==> src/rtl/lsu_mem_master_pkg.sv <==
// Constants and types for the load/store unit. The MEM-stage control
// decoder uses the same constants.
package lsu_pkg;

  localparam logic [1:0] SZ_BYTE = 2'b00;
  localparam logic [1:0] SZ_HALF = 2'b01;
  localparam logic [1:0] SZ_WORD = 2'b10;

  localparam int CTRL_ZEXT = 2;

  typedef enum logic {
    IDLE,
    SPLIT
  } lsu_state_e;

endpackage

==> src/rtl/lsu_mem_master_if.sv <==
// Links the MEM stage and the data memory to the LSU. The master modport is
// the LSU's view. The slave modport is the view of the core and the memory.
interface lsu_mem_master_if #(
  parameter int DATA_WIDTH = 32
);
  logic                  req_valid;
  logic                  req_we;
  logic [2:0]            req_ctrl;
  logic [DATA_WIDTH-1:0] req_addr;
  logic [DATA_WIDTH-1:0] req_wdata;
  logic                  busy;
  logic                  resp_valid;
  logic [DATA_WIDTH-1:0] resp_rdata;
  logic                  resp_err;
  logic [DATA_WIDTH-1:0] mem_A;
  logic                  mem_WE;
  logic [2:0]            mem_AddressingControl;
  logic [DATA_WIDTH-1:0] mem_WD;
  logic [DATA_WIDTH-1:0] mem_RD;

  modport master (
    input  req_valid, req_we, req_ctrl, req_addr, req_wdata, mem_RD,
    output busy, resp_valid, resp_rdata, resp_err,
    output mem_A, mem_WE, mem_AddressingControl, mem_WD
  );

  modport slave (
    output req_valid, req_we, req_ctrl, req_addr, req_wdata, mem_RD,
    input  busy, resp_valid, resp_rdata, resp_err,
    input  mem_A, mem_WE, mem_AddressingControl, mem_WD
  );
endinterface

==> src/rtl/lsu_mem_master_load_extend.sv <==
// Sign or zero extension of loaded data, selected by size and the zext bit.
// The invalid size gives 0.
module load_extend
  import lsu_pkg::*;
#(
  parameter int DATA_WIDTH = 32
) (
  input  logic [1:0]            size_i,
  input  logic                  zext_i,
  input  logic [DATA_WIDTH-1:0] data_i,
  output logic [DATA_WIDTH-1:0] data_o
);

  always_comb begin
    data_o = '0;
    case (size_i)
      SZ_BYTE: data_o = {{(DATA_WIDTH-8){~zext_i & data_i[7]}}, data_i[7:0]};
      SZ_HALF: data_o = {{(DATA_WIDTH-16){~zext_i & data_i[15]}}, data_i[15:0]};
      SZ_WORD: data_o = data_i;
      default: data_o = '0;
    endcase
  end

endmodule

==> src/rtl/lsu_mem_master.sv <==
// Data-memory initiator. Aligned accesses go straight through in one cycle.
// Misaligned half/word accesses are split into byte accesses, or flagged as errors.
module lsu_mem_master
  import lsu_pkg::*;
#(
  parameter int DATA_WIDTH       = 32,
  parameter bit SPLIT_MISALIGNED = 1'b1
) (
  input logic             clk,
  input logic             rst,
  lsu_mem_master_if.master bus
);

  lsu_state_e            state_q;
  logic [1:0]            idx_q;
  logic [1:0]            last_q;
  logic [DATA_WIDTH-1:0] base_q;
  logic [DATA_WIDTH-1:0] wdata_q;
  logic [DATA_WIDTH-1:0] buf_q;
  logic                  we_q;
  logic                  zext_q;
  logic [1:0]            size_q;
  logic                  resp_valid_q;
  logic                  resp_err_q;
  logic [DATA_WIDTH-1:0] resp_rdata_q;

  logic [1:0]            req_size;
  logic                  req_zext;
  logic                  size_invalid;
  logic                  misaligned;
  logic                  aligned_ok;
  logic                  req_err;
  logic                  go_split;
  logic [7:0]            wbyte;
  logic [DATA_WIDTH-1:0] assembled;
  logic [1:0]            ext_size;
  logic                  ext_zext;
  logic [DATA_WIDTH-1:0] ext_in;
  logic [DATA_WIDTH-1:0] ext_out;

  assign req_size     = bus.req_ctrl[1:0];
  assign req_zext     = bus.req_ctrl[CTRL_ZEXT];
  assign size_invalid = (req_size == 2'b11);
  assign misaligned   = ((req_size == SZ_HALF) && bus.req_addr[0]) ||
                        ((req_size == SZ_WORD) && (bus.req_addr[1:0] != 2'b00));
  assign aligned_ok   = bus.req_valid && !size_invalid && !misaligned;
  assign req_err      = bus.req_valid && (size_invalid || (misaligned && !SPLIT_MISALIGNED));
  assign go_split     = (state_q == IDLE) && bus.req_valid && misaligned && SPLIT_MISALIGNED;

  assign wbyte = wdata_q[{idx_q, 3'b000} +: 8];

  // The byte arriving this cycle is merged here. This lets the final SPLIT
  // cycle extend the complete value without an extra cycle.
  genvar gi;
  generate
    for (gi = 0; gi < DATA_WIDTH / 8; gi++) begin : g_assemble
      assign assembled[gi*8 +: 8] = ((gi < 4) && (int'(idx_q) == gi)) ?
                                    bus.mem_RD[7:0] : buf_q[gi*8 +: 8];
    end
  endgenerate

  always_comb begin
    if (state_q == SPLIT) begin
      ext_size = size_q;
      ext_zext = zext_q;
      ext_in   = assembled;
    end else begin
      ext_size = req_size;
      ext_zext = req_zext;
      ext_in   = bus.mem_RD;
    end
  end

  load_extend #(.DATA_WIDTH(DATA_WIDTH)) u_load_extend (
    .size_i (ext_size),
    .zext_i (ext_zext),
    .data_i (ext_in),
    .data_o (ext_out)
  );

  // The memory bus is combinational so that aligned accesses finish in the
  // request cycle. It is held quiet while reset is asserted.
  always_comb begin
    bus.mem_A                 = '0;
    bus.mem_WE                = 1'b0;
    bus.mem_AddressingControl = 3'b000;
    bus.mem_WD                = '0;
    bus.busy                  = 1'b0;
    if (!rst) begin
      if (state_q == SPLIT) begin
        bus.mem_A                 = base_q + DATA_WIDTH'(idx_q);
        bus.mem_WE                = we_q;
        bus.mem_AddressingControl = we_q ? 3'b000 : {1'b1, SZ_BYTE};
        bus.mem_WD                = {{(DATA_WIDTH-8){1'b0}}, wbyte};
        bus.busy                  = 1'b1;
      end else begin
        bus.mem_A                 = bus.req_addr;
        bus.mem_WE                = aligned_ok && bus.req_we;
        bus.mem_AddressingControl = bus.req_ctrl;
        bus.mem_WD                = bus.req_wdata;
        bus.busy                  = go_split;
      end
    end
  end

  always_ff @(posedge clk or posedge rst) begin
    if (rst) begin
      state_q      <= IDLE;
      idx_q        <= 2'd0;
      last_q       <= 2'd0;
      base_q       <= '0;
      wdata_q      <= '0;
      buf_q        <= '0;
      we_q         <= 1'b0;
      zext_q       <= 1'b0;
      size_q       <= SZ_BYTE;
      resp_valid_q <= 1'b0;
      resp_err_q   <= 1'b0;
      resp_rdata_q <= '0;
    end else begin
      resp_valid_q <= 1'b0;
      resp_err_q   <= 1'b0;
      resp_rdata_q <= '0;
      case (state_q)
        IDLE: begin
          if (go_split) begin
            state_q <= SPLIT;
            idx_q   <= 2'd0;
            last_q  <= (req_size == SZ_HALF) ? 2'd1 : 2'd3;
            base_q  <= bus.req_addr;
            wdata_q <= bus.req_wdata;
            we_q    <= bus.req_we;
            zext_q  <= req_zext;
            size_q  <= req_size;
            buf_q   <= '0;
          end else if (req_err) begin
            resp_valid_q <= 1'b1;
            resp_err_q   <= 1'b1;
          end else if (aligned_ok) begin
            resp_valid_q <= 1'b1;
            resp_rdata_q <= bus.req_we ? '0 : ext_out;
          end
        end
        SPLIT: begin
          if (!we_q) begin
            buf_q <= assembled;
          end
          idx_q <= idx_q + 2'd1;
          if (idx_q == last_q) begin
            state_q      <= IDLE;
            resp_valid_q <= 1'b1;
            resp_rdata_q <= we_q ? '0 : ext_out;
          end
        end
        default: state_q <= IDLE;
      endcase
    end
  end

  assign bus.resp_valid = resp_valid_q;
  assign bus.resp_err   = resp_err_q;
  assign bus.resp_rdata = resp_rdata_q;

endmodule

==> src/flat_wrapper.sv <==
// flat-port wrapper written by rule: the top's interface ports become plain ports
module lsu_mem_master_flat import lsu_pkg::*;
#(
  parameter int DATA_WIDTH       = 32,
  parameter bit SPLIT_MISALIGNED = 1'b1
)
  (clk, rst, bus_req_valid, bus_req_we, bus_req_ctrl, bus_req_addr, bus_req_wdata, bus_mem_RD, bus_busy, bus_resp_valid, bus_resp_rdata, bus_resp_err, bus_mem_A, bus_mem_WE, bus_mem_AddressingControl, bus_mem_WD);
  lsu_mem_master_if #(.DATA_WIDTH(DATA_WIDTH)) bus_i ();
  input logic clk;
  input logic rst;
  input wire logic [$bits(bus_i.req_valid)-1:0] bus_req_valid;
  input wire logic [$bits(bus_i.req_we)-1:0] bus_req_we;
  input wire logic [$bits(bus_i.req_ctrl)-1:0] bus_req_ctrl;
  input wire logic [$bits(bus_i.req_addr)-1:0] bus_req_addr;
  input wire logic [$bits(bus_i.req_wdata)-1:0] bus_req_wdata;
  input wire logic [$bits(bus_i.mem_RD)-1:0] bus_mem_RD;
  output wire logic [$bits(bus_i.busy)-1:0] bus_busy;
  output wire logic [$bits(bus_i.resp_valid)-1:0] bus_resp_valid;
  output wire logic [$bits(bus_i.resp_rdata)-1:0] bus_resp_rdata;
  output wire logic [$bits(bus_i.resp_err)-1:0] bus_resp_err;
  output wire logic [$bits(bus_i.mem_A)-1:0] bus_mem_A;
  output wire logic [$bits(bus_i.mem_WE)-1:0] bus_mem_WE;
  output wire logic [$bits(bus_i.mem_AddressingControl)-1:0] bus_mem_AddressingControl;
  output wire logic [$bits(bus_i.mem_WD)-1:0] bus_mem_WD;
  assign bus_i.req_valid = bus_req_valid;
  assign bus_i.req_we = bus_req_we;
  assign bus_i.req_ctrl = bus_req_ctrl;
  assign bus_i.req_addr = bus_req_addr;
  assign bus_i.req_wdata = bus_req_wdata;
  assign bus_i.mem_RD = bus_mem_RD;
  assign bus_busy = bus_i.busy;
  assign bus_resp_valid = bus_i.resp_valid;
  assign bus_resp_rdata = bus_i.resp_rdata;
  assign bus_resp_err = bus_i.resp_err;
  assign bus_mem_A = bus_i.mem_A;
  assign bus_mem_WE = bus_i.mem_WE;
  assign bus_mem_AddressingControl = bus_i.mem_AddressingControl;
  assign bus_mem_WD = bus_i.mem_WD;
  lsu_mem_master #(.DATA_WIDTH(DATA_WIDTH), .SPLIT_MISALIGNED(SPLIT_MISALIGNED)) u_core (.clk(clk), .rst(rst), .bus(bus_i));
endmodule
==> config.mk <==
export PLATFORM = sky130hd
export DESIGN_NAME = lsu_mem_master_flat
export DESIGN_NICKNAME = d
export VERILOG_FILES = /design/src/rtl/lsu_mem_master_pkg.sv /design/src/rtl/lsu_mem_master_if.sv /design/src/rtl/lsu_mem_master_load_extend.sv /design/src/rtl/lsu_mem_master.sv /design/src/flat_wrapper.sv
export SDC_FILE = /design/constraint.sdc
export NUM_CORES = 1
export LEC_CHECK = 0
export BUFFER_PORTS_ARGS = -buffer_cell sky130_fd_sc_hd__buf_2
export CAP_MARGIN = 40
export CORE_UTILIZATION = 40
export CTS_BUF_LIST = sky130_fd_sc_hd__clkbuf_4
export DETAILED_ROUTE_END_ITERATION = 8
export PLACE_DENSITY = 0.65
export SETUP_SLACK_MARGIN = 0.15
export SLEW_MARGIN = 20
export SYNTH_ARGS = -nofsm -noshare
export SYNTH_HDL_FRONTEND = slang
export SYNTH_SLANG_ARGS = --single-unit
export TNS_END_PERCENT = 100
==> constraint.sdc <==
create_clock -name clk -period 5.8 [get_ports clk]
set_input_delay 1.16 -clock clk [delete_from_list [all_inputs] [get_ports clk]]
set_output_delay 1.16 -clock clk [all_outputs]
set_load 0.05 [all_outputs]
======== Word-level counts from Yosys, hierarchy flattened ========
Cells that the tools add are included.
cells by class
  bitwise logic cells ..................... 4
  equality and inequality tests ........... 11
  shift-type cells ........................ 1
  reductions and logical operators ........ 16
  add/sub/neg operators ................... 2
  muxes and demuxes ....................... 43
operators by type and width
  operator                                               count
  two-way mux 32 bit                                     13
  one-hot mux 32 bit (2 select lines)                    2
  one-hot mux 32 bit (3 select lines)                    1
  adder 32 x 2 -> 32 bit                                 1
  two-way mux 8 bit                                      4
  indexed part select 32 x 6 -> 8 bit                    1
  two-way mux 1 bit                                      14
  == test 2 bit, second input constant                   5
  two-way mux 3 bit                                      3
  logical AND 1 bit                                      8
  == test 2 x 1 -> 1 bit, second input constant          3
  two-way mux 2 bit                                      3
  logical NOT 2 bit                                      2
  one-hot mux 1 bit (2 select lines)                     2
  one-hot mux 2 bit (2 select lines)                     1
  AND reduction 2 bit                                    2
  adder 2 x 1 -> 2 bit, second input constant            1
  AND 1 bit                                              2
  == test 2 bit                                          1
  logical NOT 1 bit                                      2
  inequality test 2 x 1 -> 1 bit, second input constant  1
  inequality test 2 bit, second input constant           1
  NOT 1 bit                                              2
  nonzero test 2 bit                                     1
  logical OR 1 bit                                       1
word-level totals
  word-level logic and storage cells ...... 89
  input port bits ......................... 103
  register bits ........................... 139
  output and inout bits ................... 103

======== Depth between registers and ports, before layout ========
  word-level depth ........................ 10
  gate-level depth with buffers ........... 9
  depth with buffers taken out ............ 7

======== Cells and area by module ========
From an unflattened synthesis, not the netlist that was laid out.
unflattened totals
  cells, all modules ...................... 833
  area total of the unflattened synthesis .. 8,169.1 um^2
modules (own cells, without submodules)
  module          instances  cells each  area each (um^2)  sequential area each (um^2)
  lsu_mem_master  1          779         7,736.2           3,478.3
  load_extend     1          54          432.9             0.0

======== Least setup slack after synthesis ========
OpenSTA, ideal clock, no wires.
  path type ............................... input to output
  start ................................... input rst
  end ..................................... output bus_mem_A[29]
  cell stages on the path ................. 5
  data required time ...................... 4.640 ns
  setup slack ............................. -0.424 ns
  buffers on the path ..................... 1
  data arrival time ....................... 5.064 ns
  path through ............................ clkbuf_1 -> inv_1 -> nand3_1 -> o32ai_1 -> or3b_2
between the ends
  cells in the longest elaborated chain, start to end .. 1
ends and longest elaborated chain
  element             RTL line              RTL
  from (decl)         flat_wrapper.sv:10    input logic rst;
  two-way mux 32 bit  lsu_mem_master.sv:89  if (!rst) begin
  to (decl)           flat_wrapper.sv:21    output wire logic [$bits(bus_i.mem_A)-1:0] bus_mem_A;
Every way passes these cells.

======== Worst setup path after layout ========
  start ................................... register u_core.idx_q[1]
  end ..................................... output bus_mem_A[22]
between the ends
  cells in the longest elaborated chain, start to end .. 3
ends and longest elaborated chain
  element                 RTL line               RTL
  from (decl)             lsu_mem_master.sv:15   logic [1:0] idx_q;
  from (signal assigned)  lsu_mem_master.sv:148  idx_q <= idx_q + 2'd1;
  adder 32 x 2 -> 32 bit  lsu_mem_master.sv:91   bus.mem_A = base_q + DATA_WIDTH'(idx_q);
  two-way mux 32 bit      lsu_mem_master.sv:90   if (state_q == SPLIT) begin
  two-way mux 32 bit      lsu_mem_master.sv:89
Every way passes these cells.

==> results by group <==
Status
  • Run status: completed

Setup path
  • Nature of the critical path endpoint: output port
  • Critical path launch point type: flop
  • CP cell instances: inv_1 -> fa_1 -> nand3b_1 -> or4_4 -> or4_1 -> a311oi_1 -> buf_2
  • Crit Path Category: flop to output port
  • CP max stage cell: dfrtp_1
  • Worst Path Arrival: 4010 ps
  • Crit path buf inv count: 2
  • CP delay by family, top: simple AND/OR/NAND/NOR gates
  • WP data required: 4640 ps
  • CP Max Fanout: 14
  • Max stage delay on crit path: 770 ps

Synthesis
  • Number of synthesized flops with an enable pin: 0
  • Asr flop ratio synth: 1.000
  • Top cell type's share of synthesized area: 0.4303
  • Ys Warns: 0
  • Sequential fraction of the synthesis area: 0.4303
  • Synth cell types: 56
  • Largest area contributor in the netlist: dfrtp_1
  • Post-Syn Area per Cell: 9.787 um2
  • Synth Net Count: 936
  • Synth top area cells: dfrtp_1 43%, mux2_2 9.2%, o211ai_1 6.5%, a211oi_1 3.9%, nand4_1 2.8%
  • Top FF cell, synth: dfrtp_1
  • Yosys reg bits: 139
  • Mapped Area: 0.008084 mm2
  • Mapped Cells: 826

STA
  • Slew Limit Headroom: 0.3149
  • Max Clock Freq: 193.6 MHz
  • Final hold vios: 0
  • Slew Viols, Final: 0
  • Total negative slack: 0 ps
  • Worst Max-Slew Pin Slew: 1028 ps
  • RSZ-0062 raised after global routing: false
  • Final worst path period share: 0.8906
  • Clock skew: 18.96 ps
  • Final setup violation count: 0
  • Final min period: 5166 ps

Detailed routing
  • Final WL: 22000 um
  • Vias per Instance: 5.486
  • First-pass DRT Iterations: 7
  • Drc violations: 0
  • WL/cell: 17.27 um
  • Initial DRC Count: 462
  • Vias: 6989
  • ANT nets after route: 0

Global route
  • Grt ovf: 0
  • First-pass GRT wire length: 34850 um
  • Largest net degree at the start of global routing: 97
  • Vias in the first global route: 6517
  • Total track usage: 0.2177
  • Antenna violations before repair: 1

Die
  • Core ar.: 0.01965 mm2
  • Overall die area: 0.02078 mm2
  • Starting density of the core: 0.4113
  • Die height: 144.2 um
  • # IOs: 206
  • # rows: 51
  • Chip width: 144.2 um

Pwr
  • Leakage: 4.202 nW
  • PD cells: 497.5 mW/mm2
  • Worst VDD drop: 0.0002108 V
  • Total chip power: 0.004843 W

Clock network
  • CTS tree: done
  • Hold-fix buffers, CTS: 0
  • CTS max path bufs: 2
  • H-tree levels: 4
  • CTS Buf Count: 17
  • Clock-pin slew on the worst setup and hold paths: 110 ps
  • Root buffer cell: clkbuf_4
  • Clock Latency Late Sink: 550 ps
  • # clock sinks: 139
  • Postcts setup bufs: 0
  • # resized after CTS: 0

Finish
  • Most frequent cells in the layout: 205 x buf_2, 138 x dfrtp_1, 70 x o211ai_1
  • Nets: 1105
  • Layout cells sized above 1: 0.3433
  • Area grow syn2layout: 20.43%
  • Leading cell type in the layout, fill and taps excluded: buf_2
  • Final core occ: 0.4954
  • Layout fillers: 1926

Place
  • RD Place Congestion: 0.8140
  • I/O Buffers: 205
  • HPWL after DPL: 15500 um

Flow run
  • # Max-Cap Violations: 0

Min path
  • Hold crit path type: flop to flop
==> worst register-to-register path: stages, from the launching register on <==
cell and delay (ps):
dfrtp_4 580, buf_16 300, buf_4 260, buf_16 310, nor2b_1 640, o211ai_1 150
o211ai_1 270, buf_4 270, a211oi_1 90
==> per-stage QoR <==
step,std cells,worst slack [ps],instance area (um2),hold WS (ps)
after floorplan,826,188.8,8090,460.2
after global placement,1229,1250,9225,473.0
after detailed placement,1238,1173,9379,476.5
after CTS,1270,528.9,9696,506.2
after global routing,1273,287.7,9733,516.6
final,1274,634.3,9736,501.5
==> area by class of cell <==
type | instances | area (um2) | area share
clock buffer | 17 | 127.6 | 0.01311
sequential | 139 | 3482 | 0.3577
inverter | 39 | 150.1 | 0.01542
multi-input combinational | 570 | 4153 | 0.4266
antenna | 1 | 2.502 | 0.0002570
timing repair buffer | 228 | 1300 | 0.1335
clock inverter | 15 | 188.9 | 0.01941
tap | 265 | 331.6 | 0.03406
==> worst paths after layout <==
path / startpoint / end / slack [ps] / depth (start not counted)
setup / recovery: u_core.idx_q[1] / bus_mem_A[22] / 630 / 7
hold / removal: u_core.last_q[0] / u_core.last_q[0] / 500 / 1
setup reg to reg: u_core.state_q / u_core.bus.resp_rdata[23] / 2820 / 8
max in group asynchronous: rst / u_core.state_q / 3720 / 6
min in group asynchronous: rst / u_core.base_q[17] / 830 / 3
hold reg to reg: u_core.last_q[0] / u_core.last_q[0] / 500 / 1
==> layer usage <==
metal / routed length [um] / global-route usage
met1: 10390 / 0.2975
met3: 1196 / 0.04768
met2: 10170 / 0.3481
met4: 248 / 0.05651
met5: 0 / 0
==> registers in the layout, indices dropped and copies added, names as in the netlist, 2 cells and up <==
name and flops:
u_core.wdata_q 32, u_core.buf_q 32, u_core.size_q 2, u_core.base_q 32, u_core.bus.resp_rdata 32, u_core.idx_q 2, u_core.last_q 2
==> logic make-up after synthesis <==
group | share of synthesized area
DFF | 0.4303
and+or+nand+nor | 0.1877
muxes | 0.1377
xor gates and xnor gates | 0.01625
buffers and inverters | 0.05773
AOI/OAI and AO/OA | 0.1585
adders and majority gates | 0.01176
==> where the power goes <==
part / leakage (nW) / total (W) / internal, W / switching, W
sequential: 1.77 / 0.00166 / 0.00135 / 0.000319
combinational: 2.27 / 0.00247 / 0.000894 / 0.00157
clock: 0.163 / 0.000710 / 0.000308 / 0.000402
total: 4.20 / 0.00484 / 0.00255 / 0.00230
==> Yosys cell counts, drive strengths merged, types with 3 or more instances <==
cell / number
a211oi: 42
a21oi: 8
a22o: 3
a311oi: 12
and2: 27
and3: 4
and4: 5
buf: 19
clkbuf: 59
dfrtp: 139
ha: 6
inv: 38
mux2: 66
mux2i: 19
mux4: 8
nand2: 55
nand2b: 4
nand3: 22
nand3b: 8
nand4: 38
nor2: 53
nor2b: 5
nor3: 8
nor4: 15
o211ai: 70
o21ai: 13
o22ai: 4
o31ai: 8
o32ai: 3
or3: 21
or4: 9
xnor2: 9
xor2: 6
Power figures use the tool's default switching activity.
